<file path="src/rtl/psram_pkg.sv">
// Shared types and constants for the multi-port PSRAM controller.
package psram_pkg;

  typedef enum logic [1:0] {
    IDLE,
    ACCESS,
    RECOVER
  } state_e;

  // Width of the wait/recover counter; covers WAIT_CYCLES up to 15.
  localparam int unsigned CNT_W = 4;

  // Byte-lane strobes packed as {ub_n, lb_n}, active low.
  localparam logic [1:0] LANE_UPPER = 2'b01;
  localparam logic [1:0] LANE_LOWER = 2'b10;
  localparam logic [1:0] LANE_BOTH  = 2'b00;
  localparam logic [1:0] LANE_NONE  = 2'b11;

  // Idle level of the active-low strobes, and level of the async-mode tie-offs.
  localparam logic STROBE_IDLE = 1'b1;
  localparam logic TIE_LOW     = 1'b0;

  // Even byte address sits on the upper lane, odd on the lower lane.
  function automatic logic [1:0] lane_sel(input logic word, input logic a0);
    if (word) begin
      return LANE_BOTH;
    end
    return a0 ? LANE_LOWER : LANE_UPPER;
  endfunction

endpackage

</file>
<file path="src/rtl/psram_rr_arbiter.sv">
// Combinational request arbiter: fixed priority or round-robin from a pointer.
module psram_rr_arbiter #(
  parameter int unsigned NUM_CH  = 3,
  parameter int unsigned RR_MODE = 0,
  parameter int unsigned IDX_W   = (NUM_CH > 1) ? $clog2(NUM_CH) : 1
) (
  input  logic [NUM_CH-1:0] req,
  input  logic [IDX_W-1:0]  ptr,
  output logic [NUM_CH-1:0] gnt,
  output logic [IDX_W-1:0]  gnt_idx,
  output logic              valid
);

  int unsigned      pos;
  logic [IDX_W-1:0] pos_idx;

  // Walk the channels starting at the pointer (or 0) and take the first request.
  always_comb begin
    gnt     = '0;
    gnt_idx = '0;
    valid   = 1'b0;
    pos     = 0;
    pos_idx = '0;
    for (int unsigned i = 0; i < NUM_CH; i++) begin
      pos = (RR_MODE != 0) ? (32'(ptr) + i) : i;
      if (pos >= NUM_CH) begin
        pos = pos - NUM_CH;
      end
      pos_idx = IDX_W'(pos);
      if (!valid && req[pos_idx]) begin
        valid        = 1'b1;
        gnt[pos_idx] = 1'b1;
        gnt_idx      = pos_idx;
      end
    end
  end

endmodule

</file>
<file path="src/rtl/psram_multiport_ctrl.sv">
// Multi-channel asynchronous PSRAM controller: arbitrate, then one timed access at a time.
module psram_multiport_ctrl
  import psram_pkg::*;
#(
  parameter int unsigned NUM_CH         = 3,
  parameter int unsigned ADDR_W         = 24,
  parameter int unsigned WAIT_CYCLES    = 3,
  parameter int unsigned RECOVER_CYCLES = 1,
  parameter int unsigned RR_MODE        = 0
) (
  input  logic                     clk,
  input  logic                     reset,
  input  logic [NUM_CH-1:0]        req,
  input  logic [NUM_CH-1:0]        we,
  input  logic [NUM_CH-1:0]        word,
  input  logic [NUM_CH*ADDR_W-1:0] addr,
  input  logic [NUM_CH*16-1:0]     wdata,
  output logic [NUM_CH*16-1:0]     rdata,
  output logic [NUM_CH-1:0]        ack,
  output logic                     busy,
  output logic                     mem_oe_n,
  output logic                     mem_we_n,
  output logic                     ram_cs_n,
  output logic                     ram_ub_n,
  output logic                     ram_lb_n,
  output logic                     mem_adv_n,
  output logic                     mem_clk,
  output logic                     ram_cre,
  output logic [ADDR_W-2:0]        mem_adr,
  output logic [15:0]              mem_dout,
  output logic                     mem_dout_en,
  input  logic [15:0]              mem_din
);

  localparam int unsigned      IDX_W     = (NUM_CH > 1) ? $clog2(NUM_CH) : 1;
  localparam logic [CNT_W-1:0] WAIT_LAST = CNT_W'(WAIT_CYCLES - 1);
  localparam logic [CNT_W-1:0] REC_LAST  = CNT_W'(RECOVER_CYCLES - 1);

  state_e                  state_q, state_d;
  logic [CNT_W-1:0]        cnt_q, cnt_d;
  logic [IDX_W-1:0]        ptr_q, ptr_d;
  logic [NUM_CH-1:0]       gnt_q, gnt_d;
  logic [NUM_CH-1:0]       ack_q, ack_d;
  logic                    acc_we_q, acc_we_d;
  logic                    acc_word_q, acc_word_d;
  logic                    acc_lo_q, acc_lo_d;
  logic                    cs_n_q, cs_n_d;
  logic                    oe_n_q, oe_n_d;
  logic                    we_n_q, we_n_d;
  logic                    ub_n_q, ub_n_d;
  logic                    lb_n_q, lb_n_d;
  logic [ADDR_W-2:0]       adr_q, adr_d;
  logic [15:0]             dout_q, dout_d;
  logic                    dout_en_q, dout_en_d;
  logic [NUM_CH-1:0][15:0] rdata_q, rdata_d;

  logic [NUM_CH-1:0] eligible;
  logic [NUM_CH-1:0] arb_gnt;
  logic [IDX_W-1:0]  arb_idx;
  logic              arb_valid;
  logic [ADDR_W-1:0] sel_addr;
  logic [15:0]       sel_wdata;
  logic              sel_we;
  logic              sel_word;

  // A channel being acked this cycle must not be re-granted for the same request.
  assign eligible = req & ~ack_q;

  psram_rr_arbiter #(
    .NUM_CH (NUM_CH),
    .RR_MODE(RR_MODE),
    .IDX_W  (IDX_W)
  ) u_arb (
    .req    (eligible),
    .ptr    (ptr_q),
    .gnt    (arb_gnt),
    .gnt_idx(arb_idx),
    .valid  (arb_valid)
  );

  // Pick out the candidate channel's request fields.
  always_comb begin
    sel_addr  = addr[arb_idx*ADDR_W +: ADDR_W];
    sel_wdata = wdata[arb_idx*16 +: 16];
    sel_we    = we[arb_idx];
    sel_word  = word[arb_idx];
  end

  // Next-state and registered-pin logic for the access sequencer.
  always_comb begin
    state_d    = state_q;
    cnt_d      = cnt_q;
    ptr_d      = ptr_q;
    gnt_d      = gnt_q;
    ack_d      = '0;
    acc_we_d   = acc_we_q;
    acc_word_d = acc_word_q;
    acc_lo_d   = acc_lo_q;
    cs_n_d     = cs_n_q;
    oe_n_d     = oe_n_q;
    we_n_d     = we_n_q;
    ub_n_d     = ub_n_q;
    lb_n_d     = lb_n_q;
    adr_d      = adr_q;
    dout_d     = dout_q;
    dout_en_d  = dout_en_q;
    rdata_d    = rdata_q;

    unique case (state_q)
      IDLE: begin
        if (arb_valid) begin
          state_d            = ACCESS;
          cnt_d              = '0;
          gnt_d              = arb_gnt;
          acc_we_d           = sel_we;
          acc_word_d         = sel_word;
          acc_lo_d           = sel_addr[0];
          cs_n_d             = 1'b0;
          oe_n_d             = sel_we;
          we_n_d             = ~sel_we;
          {ub_n_d, lb_n_d}   = lane_sel(sel_word, sel_addr[0]);
          adr_d              = sel_addr[ADDR_W-1:1];
          dout_d             = sel_word ? sel_wdata : {sel_wdata[7:0], sel_wdata[7:0]};
          dout_en_d          = sel_we;
          if (RR_MODE != 0) begin
            ptr_d = (arb_idx == IDX_W'(NUM_CH - 1)) ? '0 : arb_idx + 1'b1;
          end
        end
      end
      ACCESS: begin
        cnt_d = cnt_q + 1'b1;
        if (cnt_q == WAIT_LAST) begin
          if (!acc_we_q) begin
            for (int unsigned i = 0; i < NUM_CH; i++) begin
              if (gnt_q[i]) begin
                rdata_d[i] = acc_word_q ? mem_din :
                             {8'h00, (acc_lo_q ? mem_din[7:0] : mem_din[15:8])};
              end
            end
          end
          ack_d            = gnt_q;
          cs_n_d           = STROBE_IDLE;
          oe_n_d           = STROBE_IDLE;
          we_n_d           = STROBE_IDLE;
          {ub_n_d, lb_n_d} = LANE_NONE;
          dout_en_d        = 1'b0;
          cnt_d            = '0;
          state_d          = (RECOVER_CYCLES == 0) ? IDLE : RECOVER;
        end
      end
      RECOVER: begin
        cnt_d = cnt_q + 1'b1;
        if (cnt_q == REC_LAST) begin
          state_d = IDLE;
        end
      end
      default: state_d = IDLE;
    endcase
  end

  // State and pin registers; reset drops any access in flight.
  always_ff @(posedge clk) begin
    if (reset) begin
      state_q    <= IDLE;
      cnt_q      <= '0;
      ptr_q      <= '0;
      gnt_q      <= '0;
      ack_q      <= '0;
      acc_we_q   <= 1'b0;
      acc_word_q <= 1'b0;
      acc_lo_q   <= 1'b0;
      cs_n_q     <= STROBE_IDLE;
      oe_n_q     <= STROBE_IDLE;
      we_n_q     <= STROBE_IDLE;
      ub_n_q     <= STROBE_IDLE;
      lb_n_q     <= STROBE_IDLE;
      adr_q      <= '0;
      dout_q     <= '0;
      dout_en_q  <= 1'b0;
      rdata_q    <= '0;
    end else begin
      state_q    <= state_d;
      cnt_q      <= cnt_d;
      ptr_q      <= ptr_d;
      gnt_q      <= gnt_d;
      ack_q      <= ack_d;
      acc_we_q   <= acc_we_d;
      acc_word_q <= acc_word_d;
      acc_lo_q   <= acc_lo_d;
      cs_n_q     <= cs_n_d;
      oe_n_q     <= oe_n_d;
      we_n_q     <= we_n_d;
      ub_n_q     <= ub_n_d;
      lb_n_q     <= lb_n_d;
      adr_q      <= adr_d;
      dout_q     <= dout_d;
      dout_en_q  <= dout_en_d;
      rdata_q    <= rdata_d;
    end
  end

  assign rdata       = rdata_q;
  assign ack         = ack_q;
  assign busy        = (state_q != IDLE);
  assign ram_cs_n    = cs_n_q;
  assign mem_oe_n    = oe_n_q;
  assign mem_we_n    = we_n_q;
  assign ram_ub_n    = ub_n_q;
  assign ram_lb_n    = lb_n_q;
  assign mem_adr     = adr_q;
  assign mem_dout    = dout_q;
  assign mem_dout_en = dout_en_q;
  assign mem_adv_n   = TIE_LOW;
  assign mem_clk     = TIE_LOW;
  assign ram_cre     = TIE_LOW;

endmodule

</file>
<file path="config.mk">
export PLATFORM = sky130hd
export DESIGN_NAME = psram_multiport_ctrl
export DESIGN_NICKNAME = d
export VERILOG_FILES = /design/src/rtl/psram_pkg.sv /design/src/rtl/psram_rr_arbiter.sv /design/src/rtl/psram_multiport_ctrl.sv
export SDC_FILE = /design/constraint.sdc
export NUM_CORES = 1
export LEC_CHECK = 0
export BUFFER_PORTS_ARGS = -buffer_cell sky130_fd_sc_hd__buf_2
export CAP_MARGIN = 10
export CORE_MARGIN = 8
export CORE_UTILIZATION = 45
export DETAILED_ROUTE_END_ITERATION = 10
export PLACE_DENSITY = 0.86
export SLEW_MARGIN = 0
export SYNTH_ARGS = -nofsm -noshare
export SYNTH_HDL_FRONTEND = slang
export SYNTH_HIERARCHICAL = 1
export SYNTH_SLANG_ARGS = --single-unit
</file>
<file path="constraint.sdc">
create_clock -name clk -period 4.2 [get_ports clk]
set_input_delay 0.21 -clock clk [delete_from_list [all_inputs] [get_ports clk]]
set_output_delay 0.21 -clock clk [all_outputs]
set_load 0.02 [all_outputs]
</file>
==> results of run 1 <==
==> cell families (layout without fill, tap and decap cells) <==
logic type               after synthesis  after routing
AND/OR/NAND/NOR                      241            241
AO/OA/AOI/OAI                        134            134
flip-flops                           108            108
buffers and inverters                 64            271
multiplexers                          51             51
adder cells (fa/ha/maj)                8              8
other                                  1              3
==> cell type report <==
cell class,count,area [um2],share of cell area [%]
Clock inverter,7,75.07,1.143
Timing Repair Buffer,249,1264,19.25
Inverter,6,22.52,0.3430
Tap cell,140,175.2,2.668
Sequential cell,108,2162,32.93
Multi-Input combinational cell,437,2643,40.24
Clock buffer,9,225.2,3.430
==> report_power, final <==
group | internal, uW | switching (uW) | total (uW)
Combinational | 209 | 355 | 564
Clock | 424 | 427 | 851
Sequential | 1090 | 46.8 | 1140
==> layout by cell type (no fill, tap or decap), types with 2 or more instances in the layout <==
| cell | n |
|---|---|
| buf_2 | 242 |
| dfxtp_1 | 108 |
| nor2_1 | 96 |
| a211oi_1 | 59 |
| nand2_1 | 53 |
| mux2i_1 | 51 |
| a21oi_1 | 42 |
| nand3_1 | 28 |
| nor3_1 | 24 |
| o2bb2ai_1 | 9 |
| clkbuf_16 | 9 |
| nand3b_1 | 8 |
| o31ai_1 | 8 |
| ha_1 | 8 |
| buf_4 | 7 |
| inv_1 | 6 |
| nor2b_1 | 6 |
| and3_1 | 4 |
| nand4_1 | 4 |
| and2_1 | 4 |
| a2bb2oi_1 | 3 |
| or3_1 | 3 |
| conb_1 | 3 |
| inv_8 | 3 |
| nor3b_2 | 2 |
| a21o_1 | 2 |
| o21bai_1 | 2 |
| nand2b_1 | 2 |
| o21ai_0 | 2 |
==> worst reg2reg max path: stages (launching register included) <==
cell and delay [ns]:
dfxtp_1 0.32, nor2b_1 0.21, and2b_2 0.35, nor2b_2 0.61
a2bb2oi_1 0.41, a2111oi_0 0.44, nor2_1 0.08
==> per-layer routing <==
metal  wire length [um]  up-vias
met3               1600       29
met1               6774     2396
met2               7971      213
met5                  0        -
met4                402        0
li1                   -     2545
==> per-stage QoR <==
step / hold WS (ns) / cell area (um2)
4_1_cts: 0.1433 / 6566
3_5_place_dp: 0.4445 / 6266
6_report: 0.1480 / 6566
5_1_grt: 0.1542 / 6566
2_1_floorplan: 0.3732 / 5080
3_3_place_gp: 0.4394 / 6266
==> state kept, by name, summed over array words and instances, names as in the netlist <==
signal       count
acc_lo_q         1
acc_we_q         1
acc_word_q       1
ack              3
cnt_q            4
gnt_q            3
mem_adr         23
mem_dout        16
mem_dout_en      1
mem_oe_n         1
mem_we_n         1
ram_cs_n         1
ram_lb_n         1
ram_ub_n         1
rdata           48
state_q          2
==> worst max-delay path by stage <==
stage | start | slack, ns | depth (start not counted) | endpoint
detailed placement | req[1] | 1.65 | 7 | ram_lb_n$_SDFFE_PP1P_
floorplan | ack[0]$_SDFF_PP0_ | 1.98 | 9 | mem_dout[15]$_SDFFE_PP0P_
finish | ack[1]$_SDFF_PP0_ | 1.66 | 6 | ram_lb_n$_SDFFE_PP1P_
global placement | req[1] | 1.68 | 7 | ram_lb_n$_SDFFE_PP1P_
global route | ack[1]$_SDFF_PP0_ | 1.36 | 6 | ram_lb_n$_SDFFE_PP1P_
CTS | ack[1]$_SDFF_PP0_ | 1.66 | 6 | ram_lb_n$_SDFFE_PP1P_
==> key figures, run 1 <==
Clocking
  – Clock root cell: clkbuf_16
  – Sink Count: 108
  – CTS tree: built
  – Max clock buf depth: 2
  – TritonCTS Buffers: 9
  – Post-CTS Setup Inserts: 0
  – CTS H-tree lvls: 3
  – Clock Pin Slew Worst Setup and Hold Paths: 0.08 ns
  – Clock latency on the worst-skew pair: around 0.35 ns
  – Post-CTS resize count: 0
  – Hold-fix buffers at CTS: 0

Critical path
  – Reg2reg end: ram_lb_n$_SDFFE_PP1P_
  – Slowest CP cell: nor2b_2
  – CP bufs+invs: 0
  – Arr. time, crit path: about 2.8 ns
  – Crit Path Category: reg -> reg
  – CP Cell Sequence: nor2b_1, and2b_2, nor2b_2, a2bb2oi_1, a2111oi_0, nor2_1
  – CP endpoint kind: flop
  – CP max FO: 16
  – Reg2reg start: ack[1]$_SDFF_PP0_
  – Max stage delay on crit path: 0.61 ns
  – Critical Path RT: around 4.4 ns
  – Kind of cell adding the most delay to the critical path: simple AND/OR/NAND/NOR gates
  – Startpoint types: flop
  – R2r worst-path depth: 6
  – Flop-to-flop setup slack: around 1.7 ns

Synth
  – Yosys top cell by area: dfxtp_1
  – Yosys warns: 6
  – Area of the mapped netlist: between 5000 and 6000 um2
  – Multiplexer share of the synthesized area: around a tenth
  – Synth Area in Compound Gates: 18.06%
  – Mean Syn Cell Area: approximately 8.4 um2
  – Synth Area in Adders: 1.973%
  – Sequential area share after synthesis: about 43%
  – Post-synth EDFFs: 0
  – FF+latch count, synth: approximately 110
  – Xor/xnor cell area share of the yosys netlist: 0%
  – Synth top area share: 42.62%
  – Commonest register cell after synthesis: dfxtp_1
  – Synth unique cells: 43
  – Fraction of registers with async set/reset: 0%
  – Simple logic cell fraction of the synthesized area: between 20% and 30%
  – Synth Instances: about 610
  – Top post-synthesis cells by area: dfxtp_1, mux2i_1, a211oi_1
  – Most common cell in the netlist: dfxtp_1
  – Synth cell count leaders: dfxtp_1, nor2_1, a211oi_1
  – Largest family of logic cells by synthesized area: simple AND/OR/NAND/NOR gates

Hold path
  – WHS Path Cells: 3
  – Worst Hold End: mem_adr[20]$_SDFFE_PP0P_
  – Worst Hold Class: in -> reg
  – HP Start: addr[45]

Final layout
  – Nets: 966
  – Ant. Diodes: 0
  – Filler cell count: around 1000
  – Fin cells: roughly 960
  – Synthesis-to-finish area growth: 29.45%
  – Share of layout cells above drive strength 1: 33.33%
  – Fin util: approximately three fifths

Floorplan
  – Die ar.: about 15000 um2
  – Site Rows: 38
  – Initial core utilization: between 40% and 50%
  – Die H: approximately 120 um
  – Core Footprint: 10940 um2
  – Ports: around 250
  – Die W: roughly 120 um

Detailed routing
  – Drt pass-1 iters: 6
  – Post-route DRC: 0
  – Post-DR wirelength/cell: around 18 um
  – Routed vias/inst: around 5.4
  – Routed Antenna Nets: 0
  – WL final: 16750 um
  – Via count: slightly above 5000
  – DRT iter0 DRCs: about 330

GRT
  – Met3 GRT Util: 7.358%
  – Largest net degree at the start of global routing: 88
  – Number of global-route vias before repair: roughly 5200
  – GR Util met1: around a quarter
  – First-pass GRT wire length: approximately 27000 um
  – Tot GR Track Use: around 22%
  – Global route overflow: 0
  – GR peak layer: met2
  – Initial antenna violation count: 0
  – Met2 Use GR: between 30 and 40%

Placed design
  – Port Buffers: between 200 and 250
  – Pre-CTS setup slack: around 1.7 ns
  – RePlAce Congestion: between 0.8 and 0.9
  – Dpl hpwl: 12950 um
  – Placed Instances: 940

STA
  – Count of final max-slew check failures: 0
  – Setup TNS: 0 ns
  – Final WS setup: around 1.7 ns
  – Fmax achieved: around 390 MHz
  – RSZ-0062 raised after global routing: false
  – Relative max-transition margin: approximately two fifths
  – Clock skew: approximately 0.0098 ns
  – Final hold viol count: 0
  – Pin slew with the least headroom to its limit: roughly 0.88 ns
  – Period utilization: between 60% and 70%
  – Tmin final: 2.544 ns
  – Setup Viol. Count Final: 0

Run status
  – Status: complete, no violations

Pwr
  – Peak VDD IR: ~300 uV
  – Leakage: 0.002933 uW
  – Total power: ~2600 uW
  – Power Density: ~390 nW/um2

Run
  – Max_cap viols: 0
Note: power is estimated with default switching activity, not from simulation.
==> run 2, diff against run 1 <==
Clock period 4.2 ns to 2.49 ns, I/O delays scaled along.
==> run 2 against run 1 <==
- wire length up 0.93%
- maximum frequency grew 18%
- first-iteration DRC count grew 8.4%
- clock power grew 72%
- critical endpoint is now mem_dout[9]$_SDFFE_PP0P_
- largest power group unchanged
==> key figures, run 2 (synthesized netlist as in run 1, its figures left out) <==
Critical path
  – Reg2reg end: mem_dout[9]$_SDFFE_PP0P_ (was ram_lb_n$_SDFFE_PP1P_)
  – Max stage delay on crit path: 0.49 ns (was 0.61 ns)
  – Arr. time, crit path: 2.41 ns (was 2.77 ns)
  – Crit path from: ack[2]$_SDFF_PP0_ (was ack[1]$_SDFF_PP0_)
  – Crit Path Category: reg -> reg (unchanged)
  – Crit path to: mem_dout[9]$_SDFFE_PP0P_ (was ram_lb_n$_SDFFE_PP1P_)
  – Slowest CP cell: nor3b_2 (was nor2b_2)
  – Startpoint types: flop (unchanged)
  – Critical Path RT: 2.74 ns (was 4.42 ns)
  – Reg2reg start: ack[2]$_SDFF_PP0_ (was ack[1]$_SDFF_PP0_)
  – CP Cell Sequence: nor2b_1, nor3b_2, mux2i_1, a2bb2oi_1, buf_4, a211oi_1, o31ai_1 (was nor2b_1, and2b_2, nor2b_2, a2bb2oi_1, a2111oi_0, nor2_1)
  – CP max FO: 8 (was 16)
  – Flop-to-flop setup slack: 0.33 ns (was 1.66 ns)
  – R2r worst-path depth: 7 (was 6)
  – CP endpoint kind: flop (unchanged)

Floorplan
  – Core Footprint: 10940 um2 (unchanged)
  – Die H: 122.2 um (unchanged)
  – Site Rows: 38 (unchanged)
  – Die W: 122.2 um (unchanged)
  – Ports: 247 (unchanged)
  – Die ar.: 14930 um2 (unchanged)
  – Initial core utilization: 46.38% (unchanged)

GRT
  – Number of global-route vias before repair: 5117 (was 5245)
  – Largest net degree at the start of global routing: 55 (was 88)
  – Tot GR Track Use: 21.77% (was 22.11%)
  – First-pass GRT wire length: 26120 um (was 26540 um)
  – Global route overflow: 0 (unchanged)
  – Initial antenna violation count: 0 (unchanged)

Placed design
  – Port Buffers: 243 (unchanged)
  – Dpl hpwl: 13240 um (was 12950 um)
  – Placed Instance Area: 6401 um2 (was 6266 um2)
  – RePlAce Congestion: 0.8962 (was 0.8648)
  – Pre-CTS setup slack: 0.3154 ns (was 1.650 ns)

Final layout
  – Commonest non-fill, non-tap cell in the layout: buf_2 (unchanged)
  – Synthesis-to-finish area growth: 32.29% (was 29.45%)
  – Fin util: 61.36% (was 60.05%)
  – Max FFs per register: 48 (unchanged)
  – Most frequent cells in the layout: buf_2, dfxtp_1, nor2_1 (unchanged)
  – Fin area: 6710 um2 (was 6566 um2)
  – Ant. Diodes: 0 (unchanged)
  – Nets: 979 (was 966)
  – Share of layout cells above drive strength 1: 34.38% (was 33.33%)

STA
  – Setup TNS: 0 ns (unchanged)
  – Final hold viol count: 0 (unchanged)
  – Final WS setup: 0.3252 ns (was 1.656 ns)
  – Relative max-transition margin: 60.78% (was 40.91%)
  – Fmax achieved: 461.9 MHz (was 393.1 MHz)
  – Setup Viol. Count Final: 0 (unchanged)
  – Pin slew with the least headroom to its limit: 0.5877 ns (was 0.8829 ns)
  – Clock skew: 0.006958 ns (was 0.009836 ns)
  – RSZ-0062 raised after global routing: false (unchanged)
  – Hold_ws: 0.06790 ns (was 0.1480 ns)
  – Period utilization: 86.94% (was 60.58%)
  – Tmin final: 2.165 ns (was 2.544 ns)
  – Count of final max-slew check failures: 0 (unchanged)

Hold path
  – Worst Hold Class: in -> reg (unchanged)

Detailed routing
  – WL final: 16900 um (was 16750 um)
  – Via count: 5308 (was 5183)
  – Routed vias/inst: 5.478 (was 5.422)
  – Routed Antenna Nets: 0 (unchanged)
  – Post-DR wirelength/cell: 17.44 um (was 17.52 um)
  – Drt pass-1 iters: 5 (was 6)
  – DRT iter0 DRCs: 360 (was 332)
  – Post-route DRC: 0 (unchanged)

Clocking
  – Max clock buf depth: 2 (unchanged)
  – CTS tree: built (unchanged)
  – Clock Pin Slew Worst Setup and Hold Paths: 0.08 ns (about the same)
  – CTS H-tree lvls: 3 (unchanged)
  – TritonCTS Buffers: 9 (unchanged)
  – Hold-fix buffers at CTS: 0 (unchanged)
  – Sink Count: 108 (unchanged)
  – Clock latency on the worst-skew pair: 0.34 ns (was 0.35 ns)
  – Post-CTS resize count: 0 (unchanged)
  – Clock root cell: clkbuf_16 (unchanged)
  – Post-CTS Setup Inserts: 0 (unchanged)

Pwr
  – Leakage: 0.003014 uW (was 0.002933 uW)
  – Peak VDD IR: 478.3 uV (was 303.7 uV)
  – Power Density: 651.2 nW/um2 (was 389.0 nW/um2)

Run
  – Max_cap viols: 0 (unchanged)

Run status
  – Status: complete, no violations (unchanged)
==> run 2: metrics by stage <==
stage	instances	power [uW]
after floorplan	609	2548
after global placement	953	2926
after detailed placement	953	2941
after CTS	969	4399
after global routing	969	4567
final	969	4370
==> run 2: how the worst min path moves through the flow <==
stage / startpoint / to / slack, ns / depth (start not counted)
finish: addr[45] / mem_adr[20]$_SDFFE_PP0P_ / 0.07 / 3
global route: addr[46] / mem_adr[21]$_SDFFE_PP0P_ / 0.08 / 3
CTS: addr[45] / mem_adr[20]$_SDFFE_PP0P_ / 0.06 / 3
detailed placement: addr[45] / mem_adr[20]$_SDFFE_PP0P_ / 0.42 / 3
global placement: addr[45] / mem_adr[20]$_SDFFE_PP0P_ / 0.40 / 3
floorplan: mem_din[10] / rdata[10]$_SDFFE_PP0P_ / 0.29 / 2
==> run 2: layout make-up <==
class                           count  area (um2)
Clock buffer                        9       225.2
Tap cell                          140       175.2
Timing Repair Buffer              262        1399
Clock inverter                      7       83.83
Fill cell                         945        4225
Multi-Input combinational cell    437        2643
Sequential cell                   108        2162
Inverter                            6       22.52
==> run 2: per-layer routing <==
layer	up-vias	track usage, %	part of all wire (%)
met5	-	0	0
met4	0	8.606	2.6
met3	33	5.969	9.9
met2	260	36.01	47
met1	2446	26.32	41
li1	2569	-	-
==> run 2: critical path, delay by kind of cell, from the launching register on <==
kind,cells,cell delay [ns]
AND/OR/NAND/NOR,2,0.62
AO/OA/AOI/OAI,3,0.62
buffers and inverters,1,0.22
multiplexers,1,0.30
flip-flops,1,0.31
==> run 2: where the power goes <==
part | internal (uW) | total [uW] | switching, uW
sequential | 1840 | 1910 | 69.4
combinational | 379 | 993 | 614
clock | 797 | 1460 | 667
total | 3020 | 4370 | 1350
==> run 3, diff against run 2 <==
Settings changed: ABC_CLOCK_PERIOD_IN_PS set to 2490, CORE_MARGIN 8 to 4.
==> run 3 against run 2 <==
- wire length shrank 2.9%
- combinational power is essentially flat
- largest cell class unchanged
- largest power group unchanged
- die area shrank 13%
- count of clock-buffer cells in the layout grew 1
- cell count grew 0.10%
- flip-flop and latch count is the same
==> key figures, run 3 (synthesized netlist as in run 1, its figures left out) <==
Clocking
  – Post-CTS Setup Inserts: 0 (unchanged)
  – Clock latency on the worst-skew pair: 0.34 ns (about the same)
  – CTS H-tree lvls: 3 (unchanged)
  – Hold-fix buffers at CTS: 0 (unchanged)
  – Sink Count: 108 (unchanged)
  – Clock Pin Slew Worst Setup and Hold Paths: 0.08 ns (about the same)
  – Clock root cell: clkbuf_16 (unchanged)
  – TritonCTS Buffers: 9 (unchanged)
  – Max clock buf depth: 2 (unchanged)
  – CTS tree: built (unchanged)

Final layout
  – Fin area: 6685 um2 (was 6710 um2)
  – Multi-input logic area: 2644 um2 (was 2643 um2)
  – Nets: 979 (unchanged)
  – Share of layout cells above drive strength 1: 34.38% (unchanged)
  – Most frequent cells in the layout: buf_2, dfxtp_1, nor2_1 (unchanged)
  – Max FFs per register: 48 (unchanged)
  – FF/Latch Area: 2162 um2 (unchanged)
  – Commonest non-fill, non-tap cell in the layout: buf_2 (unchanged)
  – Synthesis-to-finish area growth: 31.80% (was 32.29%)
  – Filler cell count: 999 (was 945)

STA
  – Relative max-transition margin: 52.29% (was 60.78%)
  – Setup Viol. Count Final: 0 (unchanged)
  – RSZ-0062 raised after global routing: false (unchanged)
  – Tmin final: 2.260 ns (was 2.165 ns)
  – Count of final max-slew check failures: 0 (unchanged)
  – Final hold viol count: 0 (unchanged)
  – Final WS setup: 0.2304 ns (was 0.3252 ns)
  – Period utilization: 90.75% (was 86.94%)
  – Clock skew: 0.008787 ns (was 0.006958 ns)
  – Pin slew with the least headroom to its limit: 0.7157 ns (was 0.5877 ns)
  – Fmax achieved: 442.6 MHz (was 461.9 MHz)
  – Setup TNS: 0 ns (unchanged)

Critical path
  – Max stage delay on crit path: 0.61 ns (was 0.49 ns)
  – Flop-to-flop setup slack: 0.23 ns (was 0.33 ns)
  – Crit path from: ack[2]$_SDFF_PP0_ (unchanged)
  – Startpoint types: flop (unchanged)
  – Critical Path RT: 2.73 ns (was 2.74 ns)
  – Kind of cell adding the most delay to the critical path: compound AO/OA/AOI/OAI gates (was simple AND/OR/NAND/NOR gates)
  – CP Cell Sequence: nor2b_1, nor3b_2, buf_12, mux2i_1, o2bb2ai_1, o21ai_0, o31a_1 (was nor2b_1, nor3b_2, mux2i_1, a2bb2oi_1, buf_4, a211oi_1, o31ai_1)
  – CP max FO: 26 (was 8)
  – WP depth: 7 (unchanged)
  – Reg2reg start: ack[2]$_SDFF_PP0_ (unchanged)
  – Slowest CP cell: o2bb2ai_1 (was nor3b_2)
  – Reg2reg end: ram_ub_n$_SDFFE_PP1P_ (was mem_dout[9]$_SDFFE_PP0P_)
  – CP bufs+invs: 1 (unchanged)
  – Crit Path Category: reg -> reg (unchanged)
  – Arr. time, crit path: 2.49 ns (was 2.41 ns)
  – CP endpoint kind: flop (unchanged)
  – Crit path to: ram_ub_n$_SDFFE_PP1P_ (was mem_dout[9]$_SDFFE_PP0P_)
  – R2r worst-path depth: 7 (unchanged)

Detailed routing
  – Post-DR wirelength/cell: 16.92 um (was 17.44 um)
  – Routed vias/inst: 5.481 (was 5.478)
  – Drt pass-1 iters: 5 (unchanged)
  – Via count: 5317 (was 5308)
  – WL final: 16420 um (was 16900 um)
  – Routed Antenna Nets: 0 (unchanged)
  – Post-route DRC: 0 (unchanged)
  – DRT iter0 DRCs: 414 (was 360)

Pwr
  – Power Density: 643.3 nW/um2 (was 651.2 nW/um2)
  – Leakage: 0.003004 uW (was 0.003014 uW)
  – Total power: 4301 uW (was 4370 uW)
  – Peak VDD IR: 557.9 uV (was 478.3 uV)

Placed design
  – Pre-CTS setup slack: 0.2528 ns (was 0.3154 ns)
  – Dpl hpwl: 12570 um (was 13240 um)
  – RePlAce Congestion: 0.9405 (was 0.8962)
  – Port Buffers: 243 (unchanged)
  – Placed Instance Area: 6389 um2 (was 6401 um2)

Floorplan
  – Die H: 114.2 um (was 122.2 um)
  – Site Rows: 38 (unchanged)
  – Die ar.: 13030 um2 (was 14930 um2)
  – Ports: 247 (unchanged)
  – Core Footprint: 10940 um2 (unchanged)
  – Die W: 114.2 um (was 122.2 um)
  – Initial core utilization: 46.38% (unchanged)

Run
  – Max_cap viols: 0 (unchanged)

Hold path
  – Worst Hold Class: in -> reg (unchanged)

GRT
  – Number of global-route vias before repair: 5027 (was 5117)
  – Met3 GRT Util: 5.655% (was 5.969%)
  – GR peak layer: met2 (unchanged)
  – Largest net degree at the start of global routing: 60 (was 55)
  – Initial antenna violation count: 1 (was 0)
  – Tot GR Track Use: 24.48% (was 21.77%)
  – Met2 Use GR: 42.27% (was 36.01%)
  – GR Util met1: 29.43% (was 26.32%)
  – Global route overflow: 0 (unchanged)
  – First-pass GRT wire length: 25370 um (was 26120 um)

Run status
  – Status: complete, no violations (unchanged)
[run 3: timing repair]
item | 4_1_cts | 5_1_grt
hold endpoints to repair | 0 | 0
endpoints found under the setup margin | 0 | 1
resized for setup | 0 | 1
[run 3: where the power goes]
part | switching, uW | internal, uW | leakage [uW]
combinational | 624 | 379 | 0.00198
clock | 668 | 725 | 0.000142
sequential | 62.8 | 1840 | 0.000882
total | 1350 | 2950 | 0.00300
[run 3: worst min path at each step]
stage	cells past startpoint	end	slack, ns	startpoint
floorplan	2	rdata[10]$_SDFFE_PP0P_	0.29	mem_din[10]
global placement	3	mem_adr[20]$_SDFFE_PP0P_	0.41	addr[45]
detailed placement	3	mem_adr[11]$_SDFFE_PP0P_	0.42	addr[36]
CTS	3	mem_adr[11]$_SDFFE_PP0P_	0.06	addr[36]
global route	3	mem_adr[11]$_SDFFE_PP0P_	0.08	addr[36]
finish	3	mem_adr[8]$_SDFFE_PP0P_	0.06	addr[33]
[run 3: through the flow]
step / hold slack [ns] / std cells / util [%]
after floorplan: 0.2877 / 609 / -
after global placement: 0.4085 / 953 / 58.42
after detailed placement: 0.4184 / 953 / 58.42
after CTS: 0.05574 / 969 / 61.10
after global routing: 0.07877 / 970 / 61.13
final: 0.05986 / 970 / 61.13
[run 3: layer usage]
| layer | up-vias | wire [um] |
|---|---|---|
| li1 | 2573 | - |
| met1 | 2421 | 6297 |
| met2 | 288 | 8094 |
| met3 | 35 | 1512 |
| met4 | 0 | 512 |
| met5 | - | 0 |
[run 3: worst register-to-register path, cell delays in order (launching register included)]
cell,delay (ns)
dfxtp_1,0.31
nor2b_1,0.14
nor3b_2,0.25
buf_12,0.24
mux2i_1,0.16
o2bb2ai_1,0.61
o21ai_0,0.20
o31a_1,0.26
[run 3: final cells by class]
type	instances	share of cell area, %
sequential	108	32.34
timing repair buffer	262	20.74
clock inverter	6	0.8048
antenna	1	0.03743
inverter	6	0.3369
multi-input combinational	437	39.55
clock buffer	10	3.575
tap	140	2.620
